File: src/rtl/v_upd_arb.sv
`default_nettype none
// ============================================================================
// Module   : v_upd_arb  (plus package v_pkg with the shared v-core types)
// Purpose  : Shares the single list-update port of the v core between N_REQ
//            requesters. Each requester pushes into a private FIFO. A
//            round-robin scheduler pops one entry at a time and issues it to
//            the core. Issues are paced by the core's registered busy flag.
// Ports    : clk, rst               clock, synchronous active-high reset
//            i_req_vld/_prod_id/_cmd/_key/_size  per-requester push
//            o_req_rdy              per-requester FIFO not full
//            o_upd_*_r              registered update towards v
//            i_busy_r               v core busy (v.o_busy_r)
//            o_busy_r               arbiter has queued or in-flight work
//            o_grant_cnt_r, o_drop_cnt_r   only with V_UPD_ARB_STATS_EN
// Config   : `define V_UPD_ARB_STATS_EN adds saturating grant/drop counters.
// Revision : 1.0  initial release
// ============================================================================

package v_pkg;
  typedef logic [7:0]  id_t;
  typedef logic [1:0]  cmd_t;
  typedef logic [15:0] key_t;
  typedef logic [7:0]  size_t;
endpackage

module v_upd_arb #(
  parameter int N_REQ      = 4,
  parameter int FIFO_DEPTH = 4
) (
  input  logic                        clk,
  input  logic                        rst,
  input  logic [N_REQ-1:0]            i_req_vld,
  input  v_pkg::id_t   [N_REQ-1:0]    i_req_prod_id,
  input  v_pkg::cmd_t  [N_REQ-1:0]    i_req_cmd,
  input  v_pkg::key_t  [N_REQ-1:0]    i_req_key,
  input  v_pkg::size_t [N_REQ-1:0]    i_req_size,
  output logic [N_REQ-1:0]            o_req_rdy,
  output logic                        o_upd_vld_r,
  output v_pkg::id_t                  o_upd_prod_id_r,
  output v_pkg::cmd_t                 o_upd_cmd_r,
  output v_pkg::key_t                 o_upd_key_r,
  output v_pkg::size_t                o_upd_size_r,
  input  logic                        i_busy_r,
  output logic                        o_busy_r
`ifdef V_UPD_ARB_STATS_EN
  ,
  output logic [N_REQ-1:0][15:0]      o_grant_cnt_r,
  output logic [15:0]                 o_drop_cnt_r
`endif
);

  localparam int AW = $clog2(FIFO_DEPTH);
  localparam int PW = AW + 1;            // pointer carries a wrap bit
  localparam int IW = $clog2(N_REQ);

  localparam logic [1:0] ST_IDLE  = 2'd0;
  localparam logic [1:0] ST_ISSUE = 2'd1;
  localparam logic [1:0] ST_GAP   = 2'd2;
  localparam logic [1:0] ST_DRAIN = 2'd3;

  typedef struct packed {
    v_pkg::id_t   id;
    v_pkg::cmd_t  cmd;
    v_pkg::key_t  key;
    v_pkg::size_t size;
  } entry_t;

  logic [1:0]        state_q, state_d;
  logic [IW-1:0]     rr_q;
  logic [IW-1:0]     grant_q;
  logic              upd_vld_q;
  entry_t            upd_q;
  logic              busy_q;

  logic [N_REQ-1:0]  nonempty;
  logic [N_REQ-1:0]  nonempty_d;
  entry_t [N_REQ-1:0] head;
  logic [IW-1:0]     grant_idx;
  logic [IW-1:0]     cand;
  logic              any_req;
  logic              grant_fire;

  // --------------------------------------------------------------------------
  // Per-requester FIFOs
  // --------------------------------------------------------------------------
  for (genvar gi = 0; gi < N_REQ; gi++) begin : g_fifo
    logic [PW-1:0] wr_q, rd_q, wr_d, rd_d;
    entry_t        mem_q [FIFO_DEPTH];
    logic          full, push, pop;

    assign full = (wr_q[PW-1] != rd_q[PW-1]) && (wr_q[AW-1:0] == rd_q[AW-1:0]);
    // Ready uses the pre-pop count, so a full FIFO refuses a push even when
    // it is popped in the same cycle.
    assign o_req_rdy[gi]  = !full && !rst;
    assign push           = i_req_vld[gi] && o_req_rdy[gi];
    assign pop            = grant_fire && (grant_idx == IW'(gi));
    assign wr_d           = wr_q + PW'(push);
    assign rd_d           = rd_q + PW'(pop);
    assign nonempty[gi]   = (wr_q != rd_q);
    assign nonempty_d[gi] = (wr_d != rd_d);
    assign head[gi]       = mem_q[rd_q[AW-1:0]];

    always_ff @(posedge clk) begin
      if (rst) begin
        wr_q <= '0;
        rd_q <= '0;
      end else begin
        wr_q <= wr_d;
        rd_q <= rd_d;
      end
    end

    always_ff @(posedge clk) begin
      if (push) begin
        mem_q[wr_q[AW-1:0]] <= '{id:   i_req_prod_id[gi],
                                 cmd:  i_req_cmd[gi],
                                 key:  i_req_key[gi],
                                 size: i_req_size[gi]};
      end
    end
  end

  // --------------------------------------------------------------------------
  // Round-robin pick: first non-empty requester at or after rr_q
  // --------------------------------------------------------------------------
  always_comb begin
    grant_idx = rr_q;
    any_req   = 1'b0;
    cand      = '0;
    for (int k = 0; k < N_REQ; k++) begin
      cand = IW'((int'(rr_q) + k) % N_REQ);
      if (!any_req && nonempty[cand]) begin
        any_req   = 1'b1;
        grant_idx = cand;
      end
    end
  end

  // DRAIN with the core idle behaves exactly like IDLE, so a waiting entry is
  // granted in that same cycle; this gives the 3-cycle issue spacing
  // (ISSUE, GAP, grant) and issue one cycle after busy falls.
  assign grant_fire = ((state_q == ST_IDLE) || (state_q == ST_DRAIN)) &&
                      !i_busy_r && any_req;

  always_comb begin
    state_d = state_q;
    case (state_q)
      ST_IDLE:  if (grant_fire) state_d = ST_ISSUE;
      ST_ISSUE: state_d = ST_GAP;
      // The core's busy flag is registered, so it cannot yet reflect the
      // update issued one cycle earlier; GAP waits it out unconditionally.
      ST_GAP:   state_d = ST_DRAIN;
      ST_DRAIN: if (!i_busy_r) state_d = grant_fire ? ST_ISSUE : ST_IDLE;
      default:  state_d = ST_IDLE;
    endcase
  end

  always_ff @(posedge clk) begin
    if (rst) begin
      state_q   <= ST_IDLE;
      rr_q      <= '0;
      grant_q   <= '0;
      upd_vld_q <= 1'b0;
      upd_q     <= '0;
      busy_q    <= 1'b0;
    end else begin
      state_q   <= state_d;
      upd_vld_q <= grant_fire;
      busy_q    <= (state_d != ST_IDLE) || (|nonempty_d);
      if (grant_fire) begin
        upd_q   <= head[grant_idx];
        grant_q <= grant_idx;
      end
      if (state_q == ST_ISSUE) begin
        rr_q <= (grant_q == IW'(N_REQ - 1)) ? '0 : grant_q + 1'b1;
      end
    end
  end

  assign o_upd_vld_r     = upd_vld_q;
  assign o_upd_prod_id_r = upd_q.id;
  assign o_upd_cmd_r     = upd_q.cmd;
  assign o_upd_key_r     = upd_q.key;
  assign o_upd_size_r    = upd_q.size;
  assign o_busy_r        = busy_q;

`ifdef V_UPD_ARB_STATS_EN
  // --------------------------------------------------------------------------
  // Saturating statistics
  // --------------------------------------------------------------------------
  logic [15:0] drop_cnt_q, drop_cnt_d;
  logic [16:0] drop_sum;

  always_comb begin
    drop_sum = {1'b0, drop_cnt_q};
    for (int k = 0; k < N_REQ; k++) begin
      drop_sum = drop_sum + 17'(i_req_vld[k] & ~o_req_rdy[k]);
    end
    drop_cnt_d = drop_sum[16] ? 16'hFFFF : drop_sum[15:0];
  end

  always_ff @(posedge clk) begin
    if (rst) drop_cnt_q <= '0;
    else     drop_cnt_q <= drop_cnt_d;
  end

  assign o_drop_cnt_r = drop_cnt_q;

  for (genvar gi = 0; gi < N_REQ; gi++) begin : g_gcnt
    logic [15:0] cnt_q;
    always_ff @(posedge clk) begin
      if (rst) begin
        cnt_q <= '0;
      end else if ((state_q == ST_ISSUE) && (grant_q == IW'(gi)) &&
                   (cnt_q != 16'hFFFF)) begin
        cnt_q <= cnt_q + 16'd1;
      end
    end
    assign o_grant_cnt_r[gi] = cnt_q;
  end
`endif

endmodule

`default_nettype wire

File: config.mk
export PLATFORM = sky130hd
export DESIGN_NAME = v_upd_arb
export DESIGN_NICKNAME = d
export VERILOG_FILES = /design/src/rtl/v_upd_arb.sv
export SDC_FILE = /design/constraint.sdc
export NUM_CORES = 1
export LEC_CHECK = 0
export CAP_MARGIN = 5
export CORE_ASPECT_RATIO = 1.25
export CORE_MARGIN = 5
export CORE_UTILIZATION = 36
export DETAILED_ROUTE_END_ITERATION = 10
export GPL_ROUTABILITY_DRIVEN = 1
export SETUP_SLACK_MARGIN = 0.02
export SLEW_MARGIN = 5
export SYNTH_ARGS = -nofsm -noshare
export SYNTH_HDL_FRONTEND = slang
export SYNTH_SLANG_ARGS = --single-unit
File: constraint.sdc
create_clock -name clk -period 5.1 [get_ports clk]
set_clock_uncertainty 0.05 [all_clocks]
set_input_delay 1.53 -clock clk [delete_from_list [all_inputs] [get_ports clk]]
set_output_delay 1.53 -clock clk [all_outputs]
set_load 0.01 [all_outputs]
==> run metrics, run 1 <==
Setup WS post-layout 0.9859 ns; WHS roughly 0.43 ns; Max-slew headroom 0.2620; largest fanout on the critical path 8; IO Pins 183; Num CTS Buffers 57; vias in the first global route 12928; setup repair bufs after CTS 0; PnR Total Power between 10 and 15 mW; Total Wirelength 56.63 mm; Synth Register Bits 610; initial core utilization 0.3626; Setup TNS Final 0 ns; row count between 100 and 150; pwr/cell area 448.7 mW/mm^2; Slew Viols, Final 0; H-tree levels 2; Tightest Hold Check Type reg -> reg; gp weighted congestion 0.8515; final worst path period need 4.114 ns; critical path's slowest cell clkdlybuf4s50_1; Hold Buf Count CTS 0; Tcrit/Tclk final 0.8067; max-cap check violation count 0; routed wire length per instance between 20 and 25 um; Post-Syn Area 0.02419 mm^2; mean area per synthesized cell 19.56 um^2; final hold vios 0; Final ANT Viol Nets 0; drt via density 5.246; unrepaired setup endpoints after global routing false; Critical Path RT 3.52 ns; leakage power 9.506 nW; Clock power frac 0.317; Initial DRC Count 985; CP startpoint kind primary input; post-synthesis async set-or-reset flop share 0; initial antenna violation count 25; P&R area growth vs syn 19.72%; Clock Latency Late Sink 0.62 ns; crit-path max cell delay 0.60 ns; crit-path leading delay family buffers and inverters; crit path kind in -> out; layout cells sized above 1 0.2022; critical path cell sequence buf_2 > a21oi_1 > clkdlybuf4s50_1; Core ar. ~0.067 mm^2; Internal Power 9.370 mW; sw frac 0.2790; post-synth top area share 0.6753; Final nets 1603; Net Switching 3.625 mW; Net Count, Synth 1401; Buf/Inv on CP 2; Fillers 5757; Post-synth top flop edfxtp_1; largest net degree at the start of global routing 45; Crit. End Element primary output; Worst-path clk slew 0.06 ns; Warnings, synthesis 0; grt ovf 0; worst-margin pin slew ~1.1 ns; cell taking the most area after synthesis edfxtp_1; Max Root-Sink Buffers 3; DRC 0; Area contributors post-synth edfxtp_1 68%, mux4_2 13%, dfxtp_1 5.5%; setup violators final 0; Global Route Usage Sum 0.1531; number of synthesized flops with an enable pin 544; Die X 241.9 um; gate count after technology mapping 1237; clock tree sinks a little over 600; combinational share of power 0.239; PortBufs 182; sequential share of the synthesized area 0.7299; data arrival time of the critical path roughly 2.5 ns; part of the power in registers 0.444; final HPWL from detailed placement 37.76 mm; worst vdd ir 0.2526 mV; CTS tree done; drt first pass iters 5; Die Span Y 299.8 um; pre-CTS setup slack 0.7703 ns; Die Area 0.07251 mm^2; Cell variety after synth 43; root buffer cell clkbuf_16; outcome finished clean; first-pass GRT wire length 84.55 mm; post_cts resized 0; via count 12386; Fmax achieved approximately 240 MHz
[path summary, 6_finish.rpt]
kind | endpoint | cells past startpoint | slack (ns) | startpoint
max | o_req_rdy[3] | 3 | 0.99 | rst
min | grant_q[0] | 2 | 0.43 | grant_q[0]
max reg2reg | o_busy_r | 11 | 1.26 | g_fifo[2].wr_q[0]
min reg2reg | grant_q[0] | 2 | 0.43 | grant_q[0]
[state kept, by name, summed over array words and instances, names as in the netlist, 8 cells and up]
signal / cells
g_fifo.wr_q: 12
g_fifo.rd_q: 12
o_upd_size_r: 8
g_fifo.mem_q: 544
o_upd_key_r: 16
o_upd_prod_id_r: 8
[synthesized netlist by cell type (all sizes together), types with 3 or more instances]
| library cell | count |
|---|---|
| nor3 | 6 |
| and3 | 40 |
| nor2 | 99 |
| a21oi | 7 |
| a211o | 34 |
| nor3b | 4 |
| nand2 | 11 |
| and4 | 34 |
| buf | 23 |
| xnor2 | 29 |
| xor2 | 8 |
| inv | 11 |
| nor2b | 16 |
| a32o | 34 |
| clkbuf | 50 |
| ha | 21 |
| nand3 | 5 |
| mux2 | 34 |
| mux4 | 136 |
| dfxtp | 66 |
| edfxtp | 544 |
| nand4 | 3 |
[tightest hold or removal path, cell delays in order, from the launching register on]
cell	delay (ns)
dfxtp_1	0.32
nand2_1	0.06
a21oi_1	0.05
[cell type report]
| type | count | area (um^2) | share of cell area |
|---|---|---|---|
| sequential | 610 | 17670 | 0.6100 |
| timing repair buffer | 216 | 2072 | 0.07154 |
| multi-input combinational | 543 | 6264 | 0.2163 |
| inverter | 11 | 41.29 | 0.001426 |
| clock buffer | 65 | 1456 | 0.05029 |
| antenna | 13 | 32.53 | 0.001123 |
| tap | 864 | 1081 | 0.03733 |
| clock inverter | 39 | 347.8 | 0.01201 |
[power groups by stage]
stage / clock network (mW) / logic, mW / registers [mW]
floorplan: 0 / 2.11 / 5.86
global placement: 0 / 3.10 / 5.87
detailed placement: 0 / 3.12 / 5.88
CTS: 4.22 / 3.14 / 5.77
global route: 4.44 / 3.35 / 5.78
finish: 4.12 / 3.11 / 5.77
[kinds of logic (layout without fill, tap and decap cells)]
kind of cell / Yosys count / count (layout) / share of synthesized area
other: 0 / 13 / 0
flip-flops: 610 / 610 / 0.7299
AO/OA/AOI/OAI: 90 / 90 / 0.03543
XOR/XNOR: 37 / 37 / 0.01340
adder cells (fa/ha/maj): 21 / 21 / 0.01086
multiplexers: 172 / 172 / 0.1444
buffers and inverters: 84 / 331 / 0.01567
AND/OR/NAND/NOR: 223 / 223 / 0.05038
[per-stage QoR]
| step | util | cell area, um^2 | instances |
|---|---|---|---|
| 2_1_floorplan | - | 24210 | 1237 |
| 3_3_place_gp | 0.4066 | 27120 | 2244 |
| 3_5_place_dp | 0.4066 | 27120 | 2244 |
| 4_1_cts | 0.4336 | 28930 | 2348 |
| 5_1_grt | 0.4338 | 28940 | 2352 |
| 6_report | 0.4341 | 28960 | 2361 |
[cell usage in the layout, fill, tap and decap left out, drive strengths merged, types with 3 or more instances in the layout]
cell,netlist,final
dfxtp,66,66
nor3b,4,4
and4,34,34
clkinvlp,0,3
bufinv,0,5
clkinv,0,26
a32o,34,34
nand3,5,5
edfxtp,544,544
clkbuf,50,65
a211o,34,34
and3,40,40
clkdlybuf4s50,0,181
diode,0,13
nor2b,16,16
nand2,11,11
mux2,34,34
ha,21,21
xor2,8,8
mux4,136,136
inv,11,16
xnor2,29,29
a21oi,7,7
nor2,99,99
buf,23,35
nor3,6,6
nand4,3,3
[per-layer routing]
metal / global-route usage / vias up / part of all wire
li1: - / 5500 / -
met1: 0.1971 / 6454 / 0.41
met2: 0.2521 / 325 / 0.49
met3: 0.04561 / 89 / 0.072
met4: 0.04893 / 18 / 0.023
met5: 0 / - / 0.0021
Power figures use the tool's default switching activity.
==> run 2: changes to the inputs <==
Clock period 5.1 ns to 4.1 ns, I/O delays scaled along.
==> run 2 against run 1 <==
Power is 25% higher. Sequential share of layout area shrank 0.11 points. Cell count unchanged. Via count increased by 0.39%. Critical path type is now reg -> out. Sequential power is 24% higher. Worst hold slack gained 0.0059 ns. Largest cell class unchanged. First-iteration DRC count grew 8.4%. Clock power grew 25%. Register-to-register slack got worse by 0.48 ns.
==> run metrics, run 2 (synthesis results as in run 1) <==
worst-margin pin slew 0.8053 ns; Max-slew headroom 0.4631; largest fanout on the critical path 6; data arrival time of the critical path 2.34 ns; Global Route Usage Sum 0.1571; first-pass GRT wire length 86.54 mm; placed cell count 2247; vias in the first global route 13064; sw frac 0.2799; Tcrit/Tclk final 0.8826; Critical Path RT 2.82 ns; Tightest Hold Check Type reg -> reg; Setup TNS Final 0 ns; combinational share of power 0.244; Core ar. 0.06671 mm^2; Final nets roughly 1600; worst vdd ir around 0.56 mV; pre-CTS setup slack 0.3513 ns; Worst-path clk slew 0.06 ns; pwr/cell area between 500 and 600 mW/mm^2; final hold vios 0; layout cells sized above 1 0.1977; largest net degree at the start of global routing 63; Slew Viols, Final 0; Die X 241.9 um; setup violators final 0; row count 106; Die Span Y 299.8 um; Clock Latency Late Sink 0.60 ns; Internal Power around 12 mW; Setup WS post-layout approximately 0.48 ns; crit path kind reg -> out; Die Area 0.07251 mm^2; gp weighted congestion 0.8009; crit-path max cell delay 0.58 ns; max-cap check violation count 0; DRC 0; initial core utilization 0.3626; H-tree levels 2; max FFs per register around 540; Num CTS Buffers 57; Total Wirelength 58.21 mm; Initial DRC Count between 1000 and 1500; CTS tree done; drt via density 5.266; Crit. End Element primary output; clock tree sinks 610; most frequent cells in the layout 544 x edfxtp_1, 181 x clkdlybuf4s50_1, 136 x mux4_2, 94 x nor2_1, 60 x dfxtp_1; drt first pass iters 5; unrepaired setup endpoints after global routing false; leakage power between 9 and 10 nW; P&R area growth vs syn 19.92%; part of the power in registers 0.441; Cell Count, Final, Fillers Out 2361; critical path's slowest cell clkdlybuf4s50_1; initial antenna violation count 20; most common cell after layout, fill and taps aside edfxtp_1; Fmax achieved 276.4 MHz; CP startpoint kind flip-flop; Final ANT Viol Nets 0; grt ovf 0; final worst path period need 3.619 ns; setup repair bufs after CTS 0; final HPWL from detailed placement 37.32 mm; routed wire length per instance around 25 um; Hold Buf Count CTS 0; IO Pins 183; outcome finished clean; root buffer cell clkbuf_16; PortBufs 182; Net Switching 4.553 mW; post_cts resized 0; Max Root-Sink Buffers 3; via count 12434; Clock power frac 0.315; critical path cell sequence xnor2_1 > and2_1 > a21oi_1 > clkdlybuf4s50_1
## run 2: cell types whose count changed in the layout (fill, tap and decap cells not counted), sizes merged
cell	before	now
clkbuf	65	73
inv	16	14
diode	13	10
buf	35	38
clkinv	26	21
clkinvlp	3	2
## run 2: per-stage QoR
| step | power (mW) | area, um^2 | utilization | hold WS, ns |
|---|---|---|---|---|
| 2_1_floorplan | 9.914 | 24230 | - | 0.4040 |
| 3_3_place_gp | 11.24 | 27190 | 0.4075 | 0.4166 |
| 3_5_place_dp | 11.30 | 27190 | 0.4075 | 0.4257 |
| 4_1_cts | 16.48 | 28980 | 0.4345 | 0.4351 |
| 5_1_grt | 16.98 | 28990 | 0.4346 | 0.4782 |
| 6_report | 16.27 | 29010 | 0.4348 | 0.4384 |
## run 2: path summary, 6_finish.rpt
check	start	to	slack, ns	cells after the start
worst max-delay path	g_fifo[3].wr_q[1]	o_req_rdy[3]	0.48	4
worst min-delay path	grant_q[0]	grant_q[0]	0.44	2
worst max register to register	g_fifo[2].wr_q[0]	o_busy_r	0.78	12
worst min register to register	grant_q[0]	grant_q[0]	0.44	2
## run 2: cell type report
type,instances,area (um^2)
diodes,10,25.02
clock buffers,73,1496
clock inverters,31,300.3
fillers,5736,37700
inverters,11,41.29
multi-input cells,543,6281
flip-flops and latches,610,17660
well taps,864,1081
repair buffers,219,2120
## run 2: power groups by stage
| stage | combinational (mW) | clock [mW] | sequential [mW] |
|---|---|---|---|
| floorplan | 2.63 | 0 | 7.28 |
| global placement | 3.95 | 0 | 7.29 |
| detailed placement | 4.00 | 0 | 7.30 |
| CTS | 4.03 | 5.28 | 7.17 |
| global route | 4.27 | 5.53 | 7.18 |
| finish | 3.97 | 5.13 | 7.17 |
## run 2: critical path, delay by kind of cell (launching register included)
| kind | cells | cell delay, ns |
|---|---|---|
| DFF | 1 | 0.51 |
| buffers and inverters | 1 | 0.58 |
| xor gates and xnor gates | 1 | 0.17 |
| AOI/OAI and AO/OA | 1 | 0.24 |
| and+or+nand+nor | 1 | 0.25 |
## run 2: layer usage
| metal | share of wire | track usage | up-vias |
|---|---|---|---|
| met5 | 0.0024 | 0 | - |
| met4 | 0.026 | 0.04553 | 20 |
| met3 | 0.066 | 0.04196 | 98 |
| met2 | 0.49 | 0.2653 | 322 |
| met1 | 0.41 | 0.2015 | 6498 |
| li1 | - | - | 5496 |
